`src/rtl/muldiv_unit_pkg.sv`:
```
// Shared RV32M ALU operation codes and helpers for the multi-cycle execute unit.
package muldiv_unit_pkg;

  localparam int unsigned XLEN  = 32;
  localparam int unsigned ALU_W = 6;

  localparam logic [ALU_W-1:0] ALU_MUL    = 6'h20;
  localparam logic [ALU_W-1:0] ALU_MULH   = 6'h21;
  localparam logic [ALU_W-1:0] ALU_MULHSU = 6'h22;
  localparam logic [ALU_W-1:0] ALU_MULHU  = 6'h23;
  localparam logic [ALU_W-1:0] ALU_DIV    = 6'h24;
  localparam logic [ALU_W-1:0] ALU_DIVU   = 6'h25;
  localparam logic [ALU_W-1:0] ALU_REM    = 6'h26;
  localparam logic [ALU_W-1:0] ALU_REMU   = 6'h27;

  function automatic logic is_m_op(input logic [ALU_W-1:0] code);
    return code inside {ALU_MUL, ALU_MULH, ALU_MULHSU, ALU_MULHU,
                        ALU_DIV, ALU_DIVU, ALU_REM, ALU_REMU};
  endfunction

  function automatic logic is_div_op(input logic [ALU_W-1:0] code);
    return code inside {ALU_DIV, ALU_DIVU, ALU_REM, ALU_REMU};
  endfunction

endpackage

```
`src/rtl/muldiv_unit.sv`:
```
// Multi-cycle RV32M multiply/divide unit: radix-2 shift-add / restoring divide,
// fixed XLEN+2 cycle latency, shared 2*XLEN shift register and counter.
module muldiv_unit
  import muldiv_unit_pkg::*;
(
  input  logic             clk,
  input  logic             rst,
  input  logic             start,
  input  logic             cancel,
  input  logic [ALU_W-1:0] alucode,
  input  logic [XLEN-1:0]  op1,
  input  logic [XLEN-1:0]  op2,
  output logic             busy,
  output logic             done,
  output logic [XLEN-1:0]  result
);

  localparam int unsigned CNT_W = $clog2(XLEN);
  localparam int unsigned AW    = 2 * XLEN;

  localparam logic [1:0] S_IDLE = 2'd0;
  localparam logic [1:0] S_CALC = 2'd1;
  localparam logic [1:0] S_FIX  = 2'd2;
  localparam logic [1:0] S_DONE = 2'd3;

  logic [1:0]       r_state;
  logic [CNT_W-1:0] r_cnt;
  logic [AW-1:0]    r_acc;
  logic [XLEN-1:0]  r_b;
  logic [XLEN-1:0]  r_op1;
  logic [ALU_W-1:0] r_code;
  logic             r_s1;
  logic             r_s2;
  logic             r_div0;
  logic             r_ovf;

  logic [1:0]       w_state_nxt;
  logic             w_accept;
  logic             w_is_m;
  logic             w_is_div;
  logic             w_s1;
  logic             w_s2;
  logic [XLEN-1:0]  w_mag1;
  logic [XLEN-1:0]  w_mag2;
  logic [XLEN:0]    w_mul_sum;
  logic [AW-1:0]    w_mul_next;
  logic [XLEN:0]    w_div_diff;
  logic [AW-1:0]    w_div_next;
  logic [AW-1:0]    w_prod;
  logic [XLEN-1:0]  w_quo;
  logic [XLEN-1:0]  w_rem;
  logic [XLEN-1:0]  w_fix;

  // Operand decode at accept: effective signs and magnitudes
  always_comb begin
    w_is_m   = is_m_op(alucode);
    w_is_div = is_div_op(alucode);
    w_s1     = op1[XLEN-1] &&
               (alucode inside {ALU_MUL, ALU_MULH, ALU_MULHSU, ALU_DIV, ALU_REM});
    w_s2     = op2[XLEN-1] &&
               (alucode inside {ALU_MUL, ALU_MULH, ALU_DIV, ALU_REM});
    w_mag1   = w_s1 ? -op1 : op1;
    w_mag2   = w_s2 ? -op2 : op2;
  end

  // Next-state logic; cancel overrides any launch
  always_comb begin
    w_state_nxt = r_state;
    w_accept    = 1'b0;
    case (r_state)
      S_IDLE: if (start && w_is_m) begin
        w_state_nxt = S_CALC;
        w_accept    = 1'b1;
      end
      S_CALC: if (r_cnt == CNT_W'(XLEN-1)) w_state_nxt = S_FIX;
      S_FIX:  w_state_nxt = S_DONE;
      S_DONE: if (start && w_is_m) begin
        w_state_nxt = S_CALC;
        w_accept    = 1'b1;
      end else begin
        w_state_nxt = S_IDLE;
      end
      default: w_state_nxt = S_IDLE;
    endcase
    if (cancel) begin
      w_state_nxt = S_IDLE;
      w_accept    = 1'b0;
    end
  end

  // One iteration step: upper half is accumulator / partial remainder
  always_comb begin
    w_mul_sum  = {1'b0, r_acc[AW-1:XLEN]} + {1'b0, r_b};
    w_mul_next = r_acc[0] ? {w_mul_sum, r_acc[XLEN-1:1]} : {1'b0, r_acc[AW-1:1]};
    w_div_diff = r_acc[AW-1:XLEN-1] - {1'b0, r_b};
    w_div_next = w_div_diff[XLEN] ? {r_acc[AW-2:0], 1'b0}
                                  : {w_div_diff[XLEN-1:0], r_acc[XLEN-2:0], 1'b1};
  end

  // Sign fix-up and special-case override applied in FIX
  always_comb begin
    w_prod = (r_s1 ^ r_s2) ? -r_acc : r_acc;
    w_quo  = (r_s1 ^ r_s2) ? -r_acc[XLEN-1:0] : r_acc[XLEN-1:0];
    w_rem  = r_s1 ? -r_acc[AW-1:XLEN] : r_acc[AW-1:XLEN];
    w_fix  = '0;
    case (r_code)
      ALU_MUL:                        w_fix = w_prod[XLEN-1:0];
      ALU_MULH, ALU_MULHSU, ALU_MULHU: w_fix = w_prod[AW-1:XLEN];
      ALU_DIV, ALU_DIVU:
        if (r_div0)     w_fix = '1;
        else if (r_ovf) w_fix = {1'b1, (XLEN-1)'(0)};
        else            w_fix = w_quo;
      ALU_REM, ALU_REMU:
        if (r_div0)     w_fix = r_op1;
        else if (r_ovf) w_fix = '0;
        else            w_fix = w_rem;
      default:          w_fix = '0;
    endcase
  end

  always_ff @(posedge clk) begin
    if (rst) begin
      r_state <= S_IDLE;
      r_cnt   <= '0;
      r_acc   <= '0;
      r_b     <= '0;
      r_op1   <= '0;
      r_code  <= '0;
      r_s1    <= 1'b0;
      r_s2    <= 1'b0;
      r_div0  <= 1'b0;
      r_ovf   <= 1'b0;
      busy    <= 1'b0;
      done    <= 1'b0;
      result  <= '0;
    end else begin
      r_state <= w_state_nxt;
      busy    <= (w_state_nxt == S_CALC) || (w_state_nxt == S_FIX);
      done    <= (w_state_nxt == S_DONE);
      if (w_accept) begin
        r_code <= alucode;
        r_op1  <= op1;
        r_s1   <= w_s1;
        r_s2   <= w_s2;
        r_div0 <= w_is_div && (op2 == '0);
        r_ovf  <= (alucode inside {ALU_DIV, ALU_REM}) &&
                  (op1 == {1'b1, (XLEN-1)'(0)}) && (op2 == '1);
        r_cnt  <= '0;
        r_acc  <= w_is_div ? {XLEN'(0), w_mag1} : {XLEN'(0), w_mag2};
        r_b    <= w_is_div ? w_mag2 : w_mag1;
      end else if (r_state == S_CALC) begin
        r_acc <= is_div_op(r_code) ? w_div_next : w_mul_next;
        r_cnt <= r_cnt + CNT_W'(1);
      end
      if ((r_state == S_FIX) && !cancel) result <= w_fix;
    end
  end

endmodule

```
`config.mk`:
```
export PLATFORM = sky130hd
export DESIGN_NAME = muldiv_unit
export DESIGN_NICKNAME = d
export VERILOG_FILES = /design/src/rtl/muldiv_unit_pkg.sv /design/src/rtl/muldiv_unit.sv
export SDC_FILE = /design/constraint.sdc
export NUM_CORES = 1
export LEC_CHECK = 0
export BUFFER_PORTS_ARGS = -buffer_cell sky130_fd_sc_hd__buf_2
export CORE_ASPECT_RATIO = 1.2
export CORE_MARGIN = 10
export CORE_UTILIZATION = 40
export DETAILED_ROUTE_END_ITERATION = 8
export PLACE_DENSITY = 0.68
export SYNTH_ARGS = -nofsm -noshare
export SYNTH_HDL_FRONTEND = slang
export SYNTH_SLANG_ARGS = --single-unit
```
`constraint.sdc`:
```
create_clock -name clk -period 3.9 [get_ports clk]
set_input_delay 0.39 -clock clk [delete_from_list [all_inputs] [get_ports clk]]
set_output_delay 0.39 -clock clk [all_outputs]
set_load 0.1 [all_outputs]
```
==> results.md, run 1 <==
* Final setup vio count at 0
* Antenna violations before repair at 1
* Htree depth at 4
* Die footprint at about 0.049 mm^2
* Crit. End Element: flip-flop
* RSZ-0062 raised after global routing: no
* Synth top area cells: dfxtp_1 (22%), nand2_1 (8.4%), a21oi_1 (7.7%)
* Routed length per instance at 23.51 um
* Layout cell share with drive strength beyond 1 at 0.1110
* Tmin final at 3.567 ns
* Iter 0 DRT Violations at 1715
* Synth Area in Compound Gates at 0.3018
* Synthesized area at about 0.016 mm^2
* Chip width at 203.6 um
* Clock Path Buffers at 2
* Post-synthesis xor/xnor area fraction at 0.1045
* Fillers at 4194
* YS warnings at 0
* Vias per cell at between 6 and 7
* # nets final at between 2000 and 2500
* First-pass GRT wire length at 101.7 mm
* Critical-path cell list: inv_1 > ha_1 > or3b_4 > or4b_4 > or4_4 > o21ai_0 > xnor2_1 > a222oi_1 > o21ai_0 > a21oi_1 > a211oi_1
* Final Util at 0.4505
* Crit-path max FO at 7
* Multiplexer share of the synthesized area at 0.01539
* Fin Hold WS at 0.1885 ns
* # DRC at 0
* Startpoint Class: flip-flop
* Combinational share of power at 0.194
* Largest family of logic cells by synthesized area: compound AO/OA/AOI/OAI gates
* Clock power frac at 0.404
* Data required, critical path at between 4 and 5 ns
* Unique masters post-synth at 77
* Overall Global Routing Usage at 0.2677
* Pwr dens at between 200 and 300 mW/mm^2
* Clock sink total at 179
* Setup_tns at 0 ns
* Syn nets at between 2000 and 2500
* Synth Area in Adders at 0.06124
* Via count at 17870
* Post-Synthesis Cells at roughly 2300
* Period utilization at 0.9147
* Max IR drop VDD at 0.2946 mV
* CTS Buf Count at 17
* Seq cells post-synth at 179
* EDFF count, synth at 0
* Final hold vios at 0
* Clk slew on worst S/H paths at 0.09 ns
* Vias in the first global route at 16650
* Post-Layout Cell Count at 2884
* Sequential share of power at 0.402
* Pin count of the biggest net entering global routing at 91
* Routability Congestion at 1.020
* Drt total wl at 67.80 mm
* Synth Flop Type: dfxtp_1
* Slew Limit Fails at 0
* Core Box Area at between 0.03 and 0.04 mm^2
* F_max at around 280 MHz
* Max-cap viol count at 0
* Cts hold-fix bufs at 0
* Mapped Avg Cell Area at 6.978 um^2
* Worst slew margin at 0.4401
* P_sw at 1.631 mW
* Ant diodes at 0
* Tot Pwr at 4.689 mW
* DRT Pass-1 Iters at 5
* TritonCTS clock tree: done
* Clock Skew at 0.01402 ns
* Worst path most repeated cell: o21ai_0
* Leak pwr at 6.785 nW
* Switching Fraction at 0.3479
* IO buf count at 107
* Area growth, synth to finish at 10.91%
* Synth area leader: dfxtp_1
* Slowest CP cell: or4_4
* WS Path Type: reg -> reg
* Least-Margin Pin Slew at 0.8342 ns
* Row count at 80
* Critical Path AT at just under 4 ns
* Die height at between 200 and 250 um
* Final Cell Area at roughly 0.018 mm^2
* Synth Area in Simple Gates at 0.2366
* Yosys top cell area share at 0.2214
* Pre-CTS setup slack at 0.3570 ns
* Multi-input logic area at 0.01169 mm^2
* Placed cell areas at 0.01730 mm^2
* Seq. cell area at ~0.0036 mm^2
* Antenna Nets Post-Route at 0
* Slowest stage delay, CP at 0.55 ns
* Grt ovf at 0
* Clock latency on the worst-skew pair at 0.47 ns
* Status: finished clean
* I/O pin cnt at 108
* Fin worst setup slack at around 0.33 ns
* Starting Density at 0.4062
* Post-synthesis async set-or-reset flop share at 0
* Detail Placement HPWL at 53.13 mm
* CTS root buffer: clkbuf_16
* Post-Place Cells at 2852
* Internal power at 3.058 mW
* Worst min path class: in -> reg
* Sequential fraction of the synthesis area at 0.2214
state kept, by name, indices dropped and copies added, names as in the netlist, 2 cells and up:
register / count
r_acc: 64
r_b: 32
r_op1: 32
result: 32
r_code: 6
r_cnt: 5
r_state: 2
power groups by stage:
stage,clock network [mW],logic (mW),registers [mW]
final,1.90,0.909,1.88
after global routing,1.97,0.974,1.89
after CTS,1.91,0.884,1.88
after detailed placement,0,0.879,1.92
after global placement,0,0.870,1.92
after floorplan,0,0.565,1.90
cells by family after synthesis:
family | after synthesis
multiplexers | 24
AO/OA/AOI/OAI | 768
adder cells (fa/ha/maj) | 78
buffers and inverters | 247
AND/OR/NAND/NOR | 830
flip-flops | 179
XOR/XNOR | 193
cells in the final DEF (no fill, tap or decap), types with 61 or more instances in the layout:
| cell type | n |
|---|---|
| a21oi_1 | 250 |
| buf_2 | 106 |
| buf_4 | 70 |
| dfxtp_1 | 179 |
| ha_1 | 75 |
| inv_1 | 68 |
| nand2_1 | 362 |
| nand3_1 | 70 |
| nor2_1 | 162 |
| nor3_1 | 61 |
| o211ai_1 | 92 |
| o21ai_0 | 141 |
| xnor2_1 | 102 |
| xor2_1 | 89 |
final cells by class:
type,count,share of cell area
well taps,533,0.03716
clock buffers,17,0.02370
multi-input cells,1893,0.6513
repair buffers,179,0.06219
clock inverters,15,0.01178
inverters,68,0.01422
flip-flops and latches,179,0.1997
worst max-delay path, delay by kind of cell, from the launching register on:
kind,cells,cell delay [ns]
xor gates and xnor gates,1,0.10
buffers and inverters,1,0.26
adders and majority gates,1,0.28
DFF,1,0.37
AOI/OAI and AO/OA,5,0.91
and+or+nand+nor,3,1.51
synthesized netlist by cell type (62+ instances only):
library cell	instances
xnor2_1	103
ha_1	76
o211ai_1	92
nand2_1	362
o21ai_0	141
xor2_1	90
dfxtp_1	179
nor3_1	62
nand3_1	72
a21oi_1	250
nor2_1	162
inv_1	68
clkbuf_1	147
final timing paths:
path	startpoint	endpoint	slack [ns]	cells past startpoint
hold reg to reg	result[12]	result[12]	0.45	2
hold / removal	op1[1]	r_op1[1]	0.19	3
setup / recovery	r_acc[32]	result[24]	0.33	11
setup reg to reg	r_acc[32]	result[24]	0.33	11
repair_timing:
item	in CTS	in global routing
endpoints found under the hold margin	0	0
buffers inserted	0	0
setup endpoints to repair	0	1
gates resized for setup	0	1
routing by layer:
metal  vias up  track usage  routed length, um
li1       8428            -                  -
met1      8474       0.3520              29060
met2       814       0.4080              29390
met3       158      0.04579               5506
met4         0       0.1471               3834
met5         -            0                  0
Note: power is estimated with default switching activity, not from simulation.
==> run 2: changes to the inputs <==
--- a/config.mk
+++ b/config.mk
@@ -5,7 +5,7 @@
 export SDC_FILE = /design/constraint.sdc
 export NUM_CORES = 1
 export LEC_CHECK = 0
-export BUFFER_PORTS_ARGS = -buffer_cell sky130_fd_sc_hd__buf_2
+export BUFFER_PORTS_ARGS = -buffer_cell sky130_fd_sc_hd__buf_4
 export CORE_ASPECT_RATIO = 1.2
 export CORE_MARGIN = 10
 export CORE_UTILIZATION = 40
==> run 2 against run 1 <==
Compared with the run above:
- sequential share of layout area down 0.30 points
- fmax down 3.0%
- count of clock-buffer cells in the layout unchanged
- critical path type unchanged
- critical endpoint is now r_acc[62]
- largest power group is now registers
==> results.md, run 2 (synthesis gave the netlist of run 1 again) <==
* Antenna violations before repair at 0 (-1)
* Critical-path cell list: inv_1 > ha_1 > fa_1 > nand2b_1 > a21oi_1 > o211ai_1 > o21a_1 > o31a_1 > o31a_1 > a311o_1 > o211a_1 > a211oi_1
* RSZ-0062 raised after global routing: no
* Top delay family on crit path: compound AO/OA/AOI/OAI gates
* Met2 Use GR at 0.4157 (+0.007661)
* Via count at 17990 (+0.62%)
* Data required, critical path at 4.27 ns (+0.03 ns)
* IO buf count at 107 (unchanged)
* Starting Density at 0.4062 (unchanged)
* Crit-path max FO at 6 (-1)
* Tmin final at 3.676 ns (+0.1091 ns)
* Worst slew margin at 0.3573 (-0.08281)
* Pin count of the biggest net entering global routing at 88 (-3.3%)
* Antenna Nets Post-Route at 0 (unchanged)
* Status: finished clean
* Slowest stage delay, CP at 0.44 ns (-0.11 ns)
* Worst min path class: in -> reg
* Detail Placement HPWL at 52.94 mm (-0.36%)
* Routed length per instance at 23.45 um (-0.25%)
* Met3 Use GR at 0.04471 (-0.001077)
* Leak pwr at 6.855 nW (+1.0%)
* Slowest CP cell: dfxtp_1
* Crit. End Element: flip-flop
* Clock Path Buffers at 2 (unchanged)
* Final setup vio count at 0 (unchanged)
* Startpoint Class: flip-flop
* Critical path buffer and inverter count at 1 (unchanged)
* Max reg flops at 64 (unchanged)
* Cts hold-fix bufs at 0 (unchanged)
* Area growth, synth to finish at 12.58%
* Overall Global Routing Usage at 0.2663 (-0.001468)
* CTS Buf Count at 17 (unchanged)
* # nets final at 2495 (+0.20%)
* Routability Congestion at 1.043 (+2.3%)
* Clock sink total at 179 (unchanged)
* Die height at 240.3 um (unchanged)
* Core Box Area at 0.03984 mm^2 (unchanged)
* Commonest non-fill, non-tap cell in the layout: nand2_1
* Clk slew on worst S/H paths at 0.08 ns (about the same)
* Ant diodes at 0 (unchanged)
* Pre-CTS setup slack at 0.3164 ns (-0.04053 ns)
* Final hold vios at 0 (unchanged)
* Critical Path AT at 4.05 ns (+0.15 ns)
* Clock Skew at 0.02032 ns (+0.006300 ns)
* Fin worst setup slack at 0.2237 ns (-0.1091 ns)
* Max-cap viol count at 0 (unchanged)
* First-pass GRT wire length at 100.8 mm (-0.80%)
* Vias in the first global route at 16400 (-1.5%)
* Worst path most repeated cell: o31a_1
* CTS root buffer: clkbuf_16
* DRT Pass-1 Iters at 6 (+1)
* Vias per cell at 6.225 (+0.45%)
* Row count at 80 (unchanged)
* Largest Register: r_acc
* Pwr dens at 253.1 mW/mm^2 (-3.1%)
* Commonest non-fill, non-tap cells in the layout: nand2_1 (362), a21oi_1 (250), buf_4 (181)
* Postcts setup bufs at 0 (unchanged)
* F_max at 272.0 MHz (-3.0%)
* Layout cell share with drive strength beyond 1 at 0.1133 (+0.002311)
* Clock latency on the worst-skew pair at 0.48 ns (about the same)
* Drt total wl at 67.74 mm (about the same)
* Htree depth at 4 (unchanged)
* GRT busiest layer: met2
* WS Path Type: reg -> reg
* Max IR drop VDD at 0.3114 mV (+5.7%)
* Least-Margin Pin Slew at 0.9632 ns (+0.1290 ns)
* TritonCTS clock tree: done
* # DRC at 0 (unchanged)
* GR Layer Usage met1 at 0.3490 (-0.003043)
* I/O pin cnt at 108 (unchanged)
* Iter 0 DRT Violations at 2122 (+24%)
* Setup_tns at 0 ns (unchanged)
* Die footprint at 0.04893 mm^2 (unchanged)
* Grt ovf at 0 (unchanged)
* Period utilization at 0.9426 (+0.02797)
* Chip width at 203.6 um (unchanged)
* Slew Limit Fails at 0 (unchanged)
[run 2: changes by cell type in the layout (fill, tap and decap cells not counted), moves of 3 or more]
cell / previous run / this run
inv_8: 5 / 2
inv_6: 1 / 5
inv_12: 4 / 0
buf_2: 106 / 0
buf_4: 70 / 181
[run 2: worst paths after layout]
path / from / to / slack (ns) / cells after the start
min: op1[9] / r_op1[9] / 0.19 / 3
max reg2reg: r_acc[31] / r_acc[62] / 0.22 / 12
max: r_acc[31] / r_acc[62] / 0.22 / 12
min reg2reg: r_op1[17] / r_op1[17] / 0.46 / 2
[run 2: metrics by stage]
stage | instances | cell area [um^2] | hold WS [ns] | total power [mW] | util
2_1_floorplan | 2319 | 16180 | 0.4328 | 2.469 | -
3_3_place_gp | 2857 | 17610 | 0.4412 | 2.813 | 0.4419
3_5_place_dp | 2857 | 17610 | 0.4473 | 2.820 | 0.4419
4_1_cts | 2889 | 18210 | 0.1703 | 4.596 | 0.4571
5_1_grt | 2889 | 18220 | 0.1969 | 4.764 | 0.4573
6_report | 2889 | 18220 | 0.1920 | 4.611 | 0.4573
[run 2: worst register-to-register path, stage by stage (launching register included)]
cell and delay (ns):
dfxtp_1 0.44, inv_1 0.16, ha_1 0.25, fa_1 0.41, nand2b_1 0.20, a21oi_1 0.28
o211ai_1 0.26, o21a_1 0.30, o31a_1 0.37, o31a_1 0.25, a311o_1 0.28, o211a_1 0.21
a211oi_1 0.18
[run 2: what timing repair did]
item                       in CTS  in global routing
setup endpoints to repair       0                  6
gates resized for setup         0                  1
hold endpoints to repair        0                  0
[run 2: metal layers]
| metal | up-vias | part of all wire |
|---|---|---|
| met2 | 918 | 0.45 |
| li1 | 8421 | - |
| met5 | - | 0 |
| met1 | 8496 | 0.42 |
| met3 | 150 | 0.085 |
| met4 | 0 | 0.048 |
[run 2: power by group]
group / internal [mW] / total (mW) / switching [mW]
combinational: 0.324 / 0.921 / 0.597
sequential: 1.85 / 1.88 / 0.0381
clock: 0.867 / 1.81 / 0.938
total: 3.04 / 4.61 / 1.57
[run 2: area by class of cell]
class                           count  area [um^2]
Fill cell                        4164        21620
Multi-Input combinational cell   1893        11690
Sequential cell                   179         3583
Timing Repair Buffer              184         1419
Tap cell                          533        666.9
Clock buffer                       17        425.4
Inverter                           68        255.2
Clock inverter                     15        180.2
